`src/rtl/bfloat16_subtractor.sv`:
```
// Multi-cycle bfloat16 subtractor: diff = a - b, truncating, denormals flushed to zero.
// Walks unpack -> align -> operate -> normalize, shifting one bit per cycle.
module bfloat16_subtractor (
    input  logic        clock,
    input  logic        n_reset,
    input  logic [15:0] a,
    input  logic [15:0] b,
    input  logic        start,
    output logic        ready,
    output logic        valid,
    output logic [15:0] diff
);

    typedef enum logic [2:0] {
        IDLE,
        UNPACK,
        ALIGN,
        OP,
        NORM,
        DONE
    } state_t;

    state_t      state;
    logic [15:0] op_a;
    logic [15:0] op_b;
    logic        big_sign;
    logic [7:0]  big_exp;
    logic [8:0]  big_sig;
    logic [7:0]  small_sig;
    logic [3:0]  align_cnt;
    logic        eff_sub;

    logic [7:0]  a_exp;
    logic [7:0]  b_exp;
    logic        b_sign_eff;
    logic        a_is_big;
    logic        u_big_sign;
    logic [7:0]  u_big_exp;
    logic [7:0]  u_small_exp;
    logic [6:0]  u_big_mant;
    logic [6:0]  u_small_mant;
    logic [7:0]  exp_delta;
    logic [8:0]  op_sum;
    logic [7:0]  norm_sig;
    logic [7:0]  norm_exp;

    assign a_exp      = op_a[14:7];
    assign b_exp      = op_b[14:7];
    assign b_sign_eff = ~op_b[15];
    assign a_is_big   = (op_a[14:0] >= op_b[14:0]);

    // Order the operands by magnitude; b already carries its flipped sign.
    always_comb begin
        u_big_sign   = op_a[15];
        u_big_exp    = a_exp;
        u_big_mant   = op_a[6:0];
        u_small_exp  = b_exp;
        u_small_mant = op_b[6:0];
        if (!a_is_big) begin
            u_big_sign   = b_sign_eff;
            u_big_exp    = b_exp;
            u_big_mant   = op_b[6:0];
            u_small_exp  = a_exp;
            u_small_mant = op_a[6:0];
        end
    end

    assign exp_delta = u_big_exp - u_small_exp;
    assign op_sum    = eff_sub ? (big_sig - {1'b0, small_sig}) : (big_sig + {1'b0, small_sig});
    assign norm_sig  = {big_sig[6:0], 1'b0};
    assign norm_exp  = big_exp - 8'd1;

    // Sequencer: every path into DONE loads diff and raises valid for the DONE cycle.
    always_ff @(posedge clock or negedge n_reset) begin
        if (!n_reset) begin
            state     <= IDLE;
            ready     <= 1'b1;
            valid     <= 1'b0;
            diff      <= 16'h0000;
            op_a      <= 16'h0000;
            op_b      <= 16'h0000;
            big_sign  <= 1'b0;
            big_exp   <= 8'h00;
            big_sig   <= 9'h000;
            small_sig <= 8'h00;
            align_cnt <= 4'h0;
            eff_sub   <= 1'b0;
        end else begin
            valid <= 1'b0;
            case (state)
                IDLE: begin
                    if (start) begin
                        op_a  <= a;
                        op_b  <= b;
                        ready <= 1'b0;
                        state <= UNPACK;
                    end
                end
                UNPACK: begin
                    if (a_exp == 8'hFF || b_exp == 8'hFF) begin
                        diff  <= 16'h7FC0;
                        valid <= 1'b1;
                        state <= DONE;
                    end else if (a_exp == 8'h00 && b_exp == 8'h00) begin
                        diff  <= 16'h0000;
                        valid <= 1'b1;
                        state <= DONE;
                    end else if (a_exp == 8'h00) begin
                        diff  <= {b_sign_eff, op_b[14:0]};
                        valid <= 1'b1;
                        state <= DONE;
                    end else if (b_exp == 8'h00) begin
                        diff  <= op_a;
                        valid <= 1'b1;
                        state <= DONE;
                    end else begin
                        big_sign  <= u_big_sign;
                        big_exp   <= u_big_exp;
                        big_sig   <= {2'b01, u_big_mant};
                        small_sig <= {1'b1, u_small_mant};
                        eff_sub   <= (op_a[15] != b_sign_eff);
                        align_cnt <= (exp_delta >= 8'd8) ? 4'd8 : exp_delta[3:0];
                        state     <= (exp_delta == 8'd0) ? OP : ALIGN;
                    end
                end
                ALIGN: begin
                    small_sig <= small_sig >> 1;
                    align_cnt <= align_cnt - 4'd1;
                    if (align_cnt == 4'd1) begin
                        state <= OP;
                    end
                end
                OP: begin
                    if (op_sum == 9'd0) begin
                        diff  <= 16'h0000;
                        valid <= 1'b1;
                        state <= DONE;
                    end else if (!op_sum[8] && op_sum[7]) begin
                        diff  <= {big_sign, big_exp, op_sum[6:0]};
                        valid <= 1'b1;
                        state <= DONE;
                    end else begin
                        big_sig <= op_sum;
                        state   <= NORM;
                    end
                end
                NORM: begin
                    // A carry needs exactly one right shift; otherwise walk left until bit 7 is set.
                    if (big_sig[8]) begin
                        if (big_exp == 8'hFE) begin
                            diff <= {big_sign, 8'hFF, 7'h00};
                        end else begin
                            diff <= {big_sign, big_exp + 8'd1, big_sig[7:1]};
                        end
                        valid <= 1'b1;
                        state <= DONE;
                    end else if (norm_exp == 8'd0) begin
                        diff  <= 16'h0000;
                        valid <= 1'b1;
                        state <= DONE;
                    end else if (norm_sig[7]) begin
                        diff  <= {big_sign, norm_exp, norm_sig[6:0]};
                        valid <= 1'b1;
                        state <= DONE;
                    end else begin
                        big_sig <= {1'b0, norm_sig};
                        big_exp <= norm_exp;
                    end
                end
                DONE: begin
                    ready <= 1'b1;
                    state <= IDLE;
                end
                default: begin
                    ready <= 1'b1;
                    state <= IDLE;
                end
            endcase
        end
    end

endmodule
```
`config.mk`:
```
export PLATFORM = sky130hd
export DESIGN_NAME = bfloat16_subtractor
export DESIGN_NICKNAME = d
export VERILOG_FILES = /design/src/rtl/bfloat16_subtractor.sv
export SDC_FILE = /design/constraint.sdc
export NUM_CORES = 1
export LEC_CHECK = 0
export CORE_AREA = 4 4 131 133
export DETAILED_ROUTE_END_ITERATION = 7
export DIE_AREA = 0 0 135 137
export GPL_ROUTABILITY_DRIVEN = 0
export GPL_TIMING_DRIVEN = 0
export PLACE_DENSITY = 0.6
export SYNTH_ARGS = -nofsm -noshare
export SYNTH_HDL_FRONTEND = slang
export SYNTH_SLANG_ARGS = --single-unit
```
`constraint.sdc`:
```
create_clock -name clock -period 7.3 [get_ports clock]
set_input_delay 1.095 -clock clock [delete_from_list [all_inputs] [get_ports clock]]
set_output_delay 1.095 -clock clock [all_outputs]
set_load 0.05 [all_outputs]
```
==> out/qor.csv, run 1 <==
metric;value;unit
rows;46;
dpl.hpwl;14500;um
critPathCaptureType;flip-flop;
die_x;135;um
coreArea;0.0158;mm^2
antenna_found_initial;0;
clk_pin_slew_worst_paths;70;ps
worstPathArrival;5330;ps
avgSynthCellArea;8.33;um^2
hold_class;reg2reg;
worstSetupStartpointType;flip-flop;
ys_ff_latch;84;
synth_top_area_cell;dfrtp_1;
drive_gt1_frac;0.0823;
worst_slew_pin_slew;805;ps
grt_pass1_vias;5805;
wl_per_cell;18.2;um
cts_tree;yes;
synth_fp_nets;824;
ys_types;71;
synthTopCellsByArea;dfrtp_1, ha_1, mux2_2;
synthCells;757;
netlist_top_cells_count;dfrtp_1, nand2_1, nor2_1;
final_nets;888;
cts_made_buffers;9;
cts.sinks;84;
clock_latency;360;ps
tns;0;ps
area_delta_synth_final;18.0;%
grt_pass1_wl;30100;um
ys.flop_type;dfrtp_1;
vias;6072;
cts_root_buffer;clkbuf_16;
synth_area;0.00630;mm^2
start_util;0.398;
vias_per_cell;5.83;
ctsHoldBuffers;0;
stdcell_area;0.00744;mm^2
synth_top_area_share;0.329;
routed_wl;19000;um
htree_levels;3;
die_y;137;um
cts.path.max_buffers;2;
dr.pass1.iters;6;
hold_viol;0;
dr.first_iter.drc_count;572;
setup_viol_count_final;0;
finalClockSkew;8.92;ps
critPathKind;reg2reg;
io_pins;53;
fmax;197;MHz
yosysWarnings;0;
grt_max_degree;46;
slew_headroom;0.460;
maxCapViolations;0;
status;finished clean;
cts_resized;0;
ys_seq_area_frac;0.334;
holdWs;487;ps
finalCriticalPeriod;5070;ps
dpl-instance-area;0.00712;mm^2
drv_slew;0;
grt_overflow;0;
rsz0062_at_grt;false;
r2r_cells;18;
synth_most_common_cell;dfrtp_1;
diodes;0;
hold_depth;1;
cts_setup_buffers;0;
postRouteAntennaNets;0;
synthArstFlopShare;1.00;
port_buffers;52;
synth_edf_count;0;
grtUsageTotal;0.205;
post-route-drc-count;0;
critPathRequiredTime;7560;ps
final.period_utilization;0.695;
dieArea;0.0185;mm^2
cp_max_fo;10;
## layout make-up
cell class                      instances  area (um^2)
Sequential cell                        84         2100
Clock buffer                           11          233
Tap cell                              216          270
Timing Repair Buffer                   53          546
Buffer                                 43          181
Fill cell                            1539         8390
Inverter                               46          173
Multi-Input combinational cell        584         3850
Clock inverter                          5         85.1
## per-stage QoR
| step | worst slack (ps) | cells | utilization |
|---|---|---|---|
| floorplan | 3310 | 757 | - |
| global placement | 1890 | 1025 | 0.448 |
| detailed placement | 2340 | 1026 | 0.450 |
| CTS | 2300 | 1042 | 0.470 |
| global route | 1810 | 1042 | 0.470 |
| finish | 2230 | 1042 | 0.470 |
## path summary, 6_finish.rpt
check	startpoint	to	slack, ps
setup / recovery	op_b[12]$_DFFE_PN0P_	align_cnt[2]$_DFFE_PN0P_	2230
hold / removal	diff[2]$_DFFE_PN0P_	diff[2]$_DFFE_PN0P_	490
setup reg to reg	op_b[12]$_DFFE_PN0P_	align_cnt[2]$_DFFE_PN0P_	2230
hold reg to reg	diff[2]$_DFFE_PN0P_	diff[2]$_DFFE_PN0P_	490
max in group asynchronous	n_reset	ready$_DFFE_PN1P_	5880
min in group asynchronous	n_reset	valid$_DFF_PN0_	730
## placed cells by master, fill, tap and decap left out, types with 7 or more instances in the layout
cell and count:
o22ai_1 13, mux2_2 33, xnor2_1 10, o211ai_1 11, nand2_1 73, o21ai_0 61, o21a_1 9, a31oi_1 8
inv_1 46, a21oi_1 65, dfrtp_1 83, nand4_1 11, clkbuf_1 34, mux2_1 7, nor3_1 21, ha_1 31
nand3_1 17, or3_1 8, clkbuf_16 9, a211oi_1 11, nor2b_1 10, nor2_1 67, mux2i_1 14, xor2_1 10
clkdlybuf4s50_1 51
## sequential cells by signal (all words and copies together), names as in the netlist
register,cells
align_cnt,4
big_exp,8
big_sig,9
big_sign,1
diff,16
eff_sub,1
op_a,16
op_b,16
ready,1
small_sig,8
state,3
valid,1
## critical path, stage by stage, from the launching register on
cell and delay, ps:
dfrtp_1 350, clkbuf_1 370, inv_1 120, ha_1 290, buf_2 200, nand4_1 160
o41a_1 520, o211a_1 250, nand2_2 180, buf_2 250, buf_1 420, a21oi_1 130
ha_1 220, a41o_1 230, o21ai_0 280, a31oi_1 160, o31ai_1 250, o211ai_1 250
o31ai_1 310
## routing by layer
metal	track usage	wire length (um)	up-vias
met4	0.0722	478	0
met1	0.274	8660	2901
met5	0	0	-
met2	0.327	8460	246
li1	-	-	2891
met3	0.0493	1360	34
## cell families after synthesis
| kind of cell | count (synthesis) | synth area share |
|---|---|---|
| simple gates | 239 | 0.178 |
| compound gates | 238 | 0.243 |
| mux | 54 | 0.0937 |
| fa+ha+maj | 32 | 0.0647 |
| flops | 84 | 0.334 |
| buf+inv | 89 | 0.0562 |
| xor+xnor | 21 | 0.0304 |
Power of run 1 is not shown: default switching activity piles up to over one toggle a cycle in this logic, so the estimate is an artifact.
==> run 2: changes to the inputs <==
==> constraint.sdc (replaced) <==
create_clock -name clock -period 4.7 [get_ports clock]
set_input_delay 0.705 -clock clock [delete_from_list [all_inputs] [get_ports clock]]
set_output_delay 0.705 -clock clock [all_outputs]
set_load 0.05 [all_outputs]
==> run 2 against run 1 <==
Against the previous run:
- non-clock buffer count fell by 2
- utilization is essentially flat
- sequential share of layout area barely moved
- hold slack worse by 150 ps
- critical path depth down 3
- via count shrank 0.18%
- die area is the same
- routed wire length shrank 0.60%
- cell count shrank 0.19%
- global-route usage down 0.055 points
- register-to-register slack lost 1900 ps
- clock skew rose by 1.0 ps
==> out/qor.csv, run 2 (synthesis gave the netlist of run 1 again) <==
metric;value;unit;change
die_x;135;um;unchanged
grt_max_degree;46;;unchanged
hold_viol;0;;unchanged
cp_max_fo;19;;+9
final_cell_mix;dfrtp_1, nand2_1, nor2_1;;
htree_levels;3;;unchanged
rrSetupSlack;300;ps;-1930 ps
io_pins;53;;unchanged
tns;0;ps;unchanged
start_util;0.398;;unchanged
cts_made_buffers;9;;unchanged
clk_pin_slew_worst_paths;70;ps;about the same
rows;46;;unchanged
routed_wl;18800;um;-0.60%
post-route-drc-count;0;;unchanged
clock_latency;360;ps;about the same
finalClockSkew;9.95;ps;+1.03 ps
critPathCaptureType;flip-flop;;
setup_viol_count_final;0;;unchanged
critPathKind;reg2reg;;
final.period_utilization;0.937;;+0.242
drive_gt1_frac;0.0837;;+0.00141
cts_tree;yes;;
worst_slew_pin_slew;815;ps;+9.79 ps
vias;6061;;-0.18%
dieArea;0.0185;mm^2;unchanged
vias_per_cell;5.83;;about the same
grt_pass1_wl;30100;um;-0.23%
grtUsageTotal;0.205;;-0.000546
worstSetupStartpointType;flip-flop;;
area_delta_synth_final;17.9;%;about the same
port_buffers;52;;unchanged
worstPathArrival;4660;ps;-670 ps
cts_root_buffer;clkbuf_16;;
grt_pass1_vias;5810;;+0.086%
antenna_found_initial;0;;unchanged
dr.pass1.iters;5;;-1
dr.first_iter.drc_count;565;;-1.2%
maxCapViolations;0;;unchanged
r2r_cells;15;;-3
r2r-end;align_cnt[2]$_DFFE_PN0P_;;
ctsHoldBuffers;0;;unchanged
postRouteAntennaNets;0;;unchanged
cts.sinks;84;;unchanged
die_y;137;um;unchanged
coreArea;0.0158;mm^2;unchanged
drv_slew;0;;unchanged
dpl.hpwl;14500;um;unchanged
hold_class;in2async;;
rsz0062_at_grt;false;;
cts.path.max_buffers;2;;unchanged
top_regs;diff x16, op_a x16, op_b x16;;
grt_overflow;0;;unchanged
status;finished clean;;
layout_commonest_cell;dfrtp_1;;
fmax;227;MHz;+15%
r2r_start;op_b[13]$_DFFE_PN0P_;;
final_nets;886;;-0.23%
diodes;0;;unchanged
critPathRequiredTime;4960;ps;-2600 ps
slew_headroom;0.454;;-0.00656
wl_per_cell;18.1;um;-0.40%
finalCriticalPeriod;4400;ps;-672 ps
==> run 2: worst max-delay path by stage <==
| stage | from | end | slack, ps | depth (start not counted) |
|---|---|---|---|---|
| after floorplan | op_b[12]$_DFFE_PN0P_ | align_cnt[2]$_DFFE_PN0P_ | 710 | 18 |
| after global placement | n_reset | op_b[10]$_DFFE_PN0P_ | -320 | 1 |
| after detailed placement | op_b[12]$_DFFE_PN0P_ | align_cnt[2]$_DFFE_PN0P_ | -260 | 18 |
| after CTS | op_b[12]$_DFFE_PN0P_ | align_cnt[2]$_DFFE_PN0P_ | 50 | 17 |
| after global routing | op_b[12]$_DFFE_PN0P_ | align_cnt[2]$_DFFE_PN0P_ | 8 | 16 |
| final | op_b[13]$_DFFE_PN0P_ | align_cnt[2]$_DFFE_PN0P_ | 300 | 15 |
==> run 2: worst max-delay path, stage by stage (launching register included) <==
cell and delay, ps:
dfrtp_1 500, inv_1 140, ha_1 450, nand4_1 160
o41a_1 500, o211a_1 250, nand2_2 190, clkbuf_4 310
a21oi_1 100, ha_1 210, a41o_1 220, o21ai_0 290
a31oi_1 170, o31ai_1 250, o211ai_1 250, o31ai_1 310
==> run 2: what timing repair did <==
item	in CTS	in global routing
buffers inserted	0	0
setup endpoints to repair	5	5
resized for setup	0	2
==> run 2: through the flow <==
stage / instances / hold slack, ps / worst slack [ps] / utilization / area [um^2]
after floorplan: 757 / 409 / 705 / - / 6300
after global placement: 1025 / 473 / -321 / 0.448 / 7090
after detailed placement: 1026 / 481 / -264 / 0.450 / 7120
after CTS: 1041 / 357 / 52.8 / 0.470 / 7430
after global routing: 1040 / 380 / 8.30 / 0.470 / 7430
final: 1040 / 333 / 298 / 0.470 / 7430
==> run 2: layer usage <==
| layer | routed length [um] | track usage | share of wire | up-vias |
|---|---|---|---|---|
| met3 | 1400 | 0.0493 | 0.074 | 32 |
| met2 | 8330 | 0.322 | 0.44 | 271 |
| met4 | 482 | 0.0761 | 0.026 | 0 |
| met5 | 0 | 0 | 0 | - |
| li1 | - | - | - | 2881 |
| met1 | 8640 | 0.275 | 0.46 | 2877 |
==> run 2: area by class of cell <==
cell class | count | area, um^2
timing repair buffer | 53 | 546
clock inverter | 5 | 85.1
fill | 1540 | 8390
inverter | 46 | 173
sequential | 84 | 2100
tap | 216 | 270
multi-input combinational | 584 | 3850
clock buffer | 11 | 233
buffer | 41 | 176
Power of run 2 is left out for the same reason.
